### src/rtl/demux1x2_buffered.sv
// demux1x2_buffered -- routes one nibble stream to one of two buffered outputs.
//
// Ports:
//   clock, reset           system clock, synchronous active-high reset
//   flush                  clears both output buffers (counters kept)
//   D, SEL, in_valid       input nibble, destination select, input valid
//   in_ready               input accepted this cycle when in_valid is also high
//   OUTn, outn_valid       registered channel data / channel holds data
//   outn_ready             channel consumer takes data
//   cntn                   completed transfers on channel n, wrapping
//
// Channel 0 feeds the memory-write path, channel 1 the display/compare path.

// One output channel: single-entry register, valid flag and drain counter.
module demux1x2_buffered_chan #(
    parameter int                 WIDTH      = 4,
    parameter int                 CNT_WIDTH  = 4,
    parameter logic [WIDTH-1:0]   IDLE_VALUE = {WIDTH{1'b1}}
) (
    input  logic                 clock,
    input  logic                 reset,
    input  logic                 flush,
    input  logic                 accept,
    input  logic [WIDTH-1:0]     din,
    input  logic                 ready,
    output logic [WIDTH-1:0]     dout,
    output logic                 valid,
    output logic [CNT_WIDTH-1:0] cnt
);
    logic drain;
    assign drain = valid & ready;

    always_ff @(posedge clock) begin
        if (reset) begin
            valid <= 1'b0;
            dout  <= IDLE_VALUE;
            cnt   <= '0;
        end else if (flush) begin
            // A drain coinciding with flush is discarded, so no count.
            valid <= 1'b0;
            dout  <= IDLE_VALUE;
        end else begin
            if (drain)
                cnt <= cnt + 1'b1;
            if (accept) begin
                dout  <= din;
                valid <= 1'b1;
            end else if (drain) begin
                valid <= 1'b0;
                dout  <= IDLE_VALUE;
            end
        end
    end
endmodule

module demux1x2_buffered #(
    parameter int                 WIDTH      = 4,
    parameter int                 CNT_WIDTH  = 4,
    parameter logic [WIDTH-1:0]   IDLE_VALUE = {WIDTH{1'b1}}
) (
    input  logic                 clock,
    input  logic                 reset,
    input  logic                 flush,
    input  logic [WIDTH-1:0]     D,
    input  logic                 SEL,
    input  logic                 in_valid,
    output logic                 in_ready,
    output logic [WIDTH-1:0]     OUT0,
    output logic                 out0_valid,
    input  logic                 out0_ready,
    output logic [WIDTH-1:0]     OUT1,
    output logic                 out1_valid,
    input  logic                 out1_ready,
    output logic [CNT_WIDTH-1:0] cnt0,
    output logic [CNT_WIDTH-1:0] cnt1
);
    localparam int NUM_CH = 2;

    logic [NUM_CH-1:0]                ch_valid;
    logic [NUM_CH-1:0]                ch_ready;
    logic [NUM_CH-1:0]                ch_accept;
    logic [NUM_CH-1:0][WIDTH-1:0]     ch_data;
    logic [NUM_CH-1:0][CNT_WIDTH-1:0] ch_cnt;

    assign ch_ready = {out1_ready, out0_ready};

    // Only the selected channel can stall input; a full idle-side channel
    // never blocks the other destination.
    assign in_ready = ~reset & ~flush & (~ch_valid[SEL] | ch_ready[SEL]);

    genvar i;
    generate
        for (i = 0; i < NUM_CH; i++) begin : g_ch
            assign ch_accept[i] = in_valid & in_ready & (SEL == 1'(i));

            demux1x2_buffered_chan #(
                .WIDTH      (WIDTH),
                .CNT_WIDTH  (CNT_WIDTH),
                .IDLE_VALUE (IDLE_VALUE)
            ) u_chan (
                .clock  (clock),
                .reset  (reset),
                .flush  (flush),
                .accept (ch_accept[i]),
                .din    (D),
                .ready  (ch_ready[i]),
                .dout   (ch_data[i]),
                .valid  (ch_valid[i]),
                .cnt    (ch_cnt[i])
            );
        end
    endgenerate

    assign OUT0       = ch_data[0];
    assign OUT1       = ch_data[1];
    assign out0_valid = ch_valid[0];
    assign out1_valid = ch_valid[1];
    assign cnt0       = ch_cnt[0];
    assign cnt1       = ch_cnt[1];
endmodule

### config.mk
export PLATFORM = sky130hd
export DESIGN_NAME = demux1x2_buffered
export DESIGN_NICKNAME = d
export VERILOG_FILES = /design/src/rtl/demux1x2_buffered.sv
export SDC_FILE = /design/constraint.sdc
export NUM_CORES = 1
export LEC_CHECK = 0
export ABC_AREA = 1
export ABC_CLOCK_PERIOD_IN_PS = 1400
export CAP_MARGIN = 20
export CORE_MARGIN = 10
export CORE_UTILIZATION = 43
export DETAILED_ROUTE_END_ITERATION = 10
export PLACE_DENSITY_LB_ADDON = 0.2
export SLEW_MARGIN = 30
export SYNTH_ARGS = -nofsm -noshare
export SYNTH_HDL_FRONTEND = slang
export SYNTH_SLANG_ARGS = --single-unit
### constraint.sdc
create_clock -name clock -period 1.4 [get_ports clock]
set_input_delay 0.21 -clock clock [delete_from_list [all_inputs] [get_ports clock]]
set_output_delay 0.21 -clock clock [all_outputs]
set_load 0.01 [all_outputs]
==> results.sh <==
export IMPL_slowest_stage="clkdlybuf4s50_1"
export IMPL_place_area_um2=1290
export IMPL_initial_utilization=0.443
export IMPL_cp_max_fo=2
export IMPL_ant_nets=0
export IMPL_numCtsBuffers=3
export IMPL_drive_gt1_frac=0.226
export IMPL_synth_compound_area_share=0.0706
export IMPL_synthSimpleGateAreaFrac=0.372
export IMPL_synth_cell_types=20
export IMPL_synth_top_family_by_area="simple AND/OR/NAND/NOR gates"
export IMPL_cts_root_buffer="clkbuf_4"
export IMPL_end_kind="output pin"
export IMPL_yosys_warnings=0
export IMPL_ys_seq_area_frac=0.424
export IMPL_drv_cap=0
export IMPL_synth_mux_area_frac=0
export IMPL_dr_pass1_iters=4
export IMPL_syn_inst=107
export IMPL_switching_share=0.234
export IMPL_internal_power_mw=0.677
export IMPL_post_route_period_util=0.969
export IMPL_fin_skew_ps=1.12
export IMPL_ys_top_cells_by_count="nand2_1, dfxtp_1, inv_1, nor2_1"
export IMPL_tightest_slew_ps=202
export IMPL_status="finished clean"
export IMPL_powerDensity_nw_per_um2=669
export IMPL_grt_pass1_wl_um=3490
export IMPL_place_ws_ps=-376
export IMPL_gp_congestion=0.777
export IMPL_synth_xor_area_frac=0.0206
export IMPL_cts_tree="yes"
export IMPL_crit_chain="clkdlybuf4s50_1, nor2_4, nand2_4, nor2_8, clkbuf_2"
export IMPL_postCtsHoldBufs=0
export IMPL_async_flop_share=0
export IMPL_slowest_delay_ps=470
export IMPL_synth_top_area_share=0.424
export IMPL_hold_viol=0
export IMPL_setup_slack_ps=43.8
export IMPL_p_clk_frac=0.281
export IMPL_die_h_um=64.5
export IMPL_cp_data_required_time_ps=1190
export IMPL_arrival_ps=1150
export IMPL_rows=16
export IMPL_synth_top_cells_by_area="dfxtp_1, nand2_1, inv_1"
export IMPL_cts_sinks=18
export IMPL_die_area_um2=4160
export IMPL_max_slew_margin_rel=0.865
export IMPL_port_buffers=29
export IMPL_regArea_um2=362
export IMPL_setup_viol=0
export IMPL_switching_power_mw=0.206
export IMPL_diodes=0
export IMPL_crit_type="in2out"
export IMPL_synth_adder_area_share=0.0294
export IMPL_finalInstanceArea_um2=1320
export IMPL_core_area_um2=1920
export IMPL_multi_input_area_um2=427
export IMPL_grt_overflow=0
export IMPL_crit_buf_inv=2
export IMPL_totalWireLength_um=2080
export IMPL_antenna_found_initial=0
export IMPL_power_leakage_nw=0.641
export IMPL_r2r_setup_slack_ps=150
export IMPL_path_delay_family="buffers and inverters"
export IMPL_grt_max_degree=11
export IMPL_grt_pass1_vias=795
export IMPL_nets=170
export IMPL_syn_avg_cell_area_um2=7.95
export IMPL_netlist_area_um2=851
export IMPL_htreeDepth=1
export IMPL_syn2layout_area_growth_pct=55.1
export IMPL_ys_seq_elements=18
export IMPL_drtIter0Drc=25
export IMPL_synthFlopType="dfxtp_1"
export IMPL_yosysTopAreaCell="dfxtp_1"
export IMPL_route_detailed_drc=0
export IMPL_ir_drop_uv=735
export IMPL_io_pins=30
export IMPL_setup_tns_ps=0
export IMPL_die_x_um=64.5
export IMPL_cts_max_path_buffers=2
export IMPL_p_seq_frac=0.585
export IMPL_power_total_mw=0.883
export IMPL_min_path_type="in2reg"
export IMPL_post_synth_top_count_cell="nand2_1"
export IMPL_vias=832
export IMPL_grt_usage=0.100
export IMPL_fmax_ghz=0.737
export IMPL_mappedNetlistNets=120
export IMPL_hpwl_um=1760
export IMPL_clkTransAtPathRegs_ps=90
export IMPL_cp_start_kind="input port"
export IMPL_drv_slew=0
export IMPL_viasPerCell=4.57
export IMPL_avgRoutedWirePerCell_um=11.4
export IMPL_pwr_share_comb=0.134
export IMPL_rsz0062_at_grt="false"
export IMPL_finalCriticalPeriod_ps=1360
export IMPL_nFillCells=181
export IMPL_synth_edf_count=0
export IMPL_clk_insertion_delay_late_ps=280
[path summary, 6_finish.rpt]
kind / from / to / depth (start not counted)
hold reg to reg: g_ch[0].u_chan.dout[0] / g_ch[0].u_chan.dout[0] / 2
setup reg to reg: g_ch[1].u_chan.valid / g_ch[1].u_chan.dout[1] / 9
setup / recovery: flush / in_ready / 5
hold / removal: SEL / g_ch[1].u_chan.dout[0] / 5
[state kept, by name, summed over array words and instances, names as in the netlist]
register / count
g_ch.u_chan.cnt: 8
g_ch.u_chan.dout: 8
g_ch.u_chan.valid: 2
[cell usage in the layout (no fill, tap or decap), types with 4 or more instances in the layout]
cell             instances
nand3_1                  6
a21oi_1                  5
inv_1                   17
dfxtp_1                 17
clkdlybuf4s50_1          9
dlymetal6s2s_1           5
o22ai_1                  4
nor2_1                   8
dlygate4sd2_1           14
nand2_1                 23
nand4_1                  6
buf_4                   16
[stage by stage]
step	utilization	hold WS, ps	instances
after floorplan	-	282	107
after detailed placement	0.670	467	178
final	0.687	437	182
after global placement	0.670	459	178
after global routing	0.687	437	182
after CTS	0.673	492	181
[power by group through the flow]
stage / Combinational [mW] / Clock [mW] / Sequential [mW]
after floorplan: 0.0404 / 0 / 0.530
after global placement: 0.117 / 0 / 0.529
after detailed placement: 0.120 / 0 / 0.529
after CTS: 0.117 / 0.258 / 0.517
after global routing: 0.129 / 0.283 / 0.517
final: 0.118 / 0.248 / 0.517
[layout make-up]
type / instances / area share
timing repair buffer: 46 / 0.312
multi-input combinational: 71 / 0.323
tap: 27 / 0.0256
clock buffer: 3 / 0.0171
inverter: 17 / 0.0483
sequential: 18 / 0.274
[logic make-up after synthesis]
group                    Yosys count
flip-flops                        18
AND/OR/NAND/NOR                   56
adder cells (fa/ha/maj)            2
XOR/XNOR                           2
AO/OA/AOI/OAI                     11
buffers and inverters             18
[routing by layer]
metal / global-route usage / wire length [um] / vias to the layer above
met2: 0.164 / 1010 / 18
met5: 0 / 0 / -
li1: - / - / 449
met3: 0.0619 / 161 / 0
met1: 0.109 / 912 / 365
met4: 0.0214 / 0 / 0
[what timing repair did]
action                     CTS  global route
gates resized for setup     16            10
pin swaps                    0             1
buffers inserted             0             1
setup endpoints to repair   15             9
[worst register-to-register path, cell delays in order, from the launching register on]
cell	delay [ps]
dfxtp_1	360
nand2_2	70
nor2_4	170
buf_4	130
buf_4	90
nor2_2	30
nand4_2	100
nand3_1	90
nand2_1	60
nand2_1	50
Power figures use the tool's default switching activity.
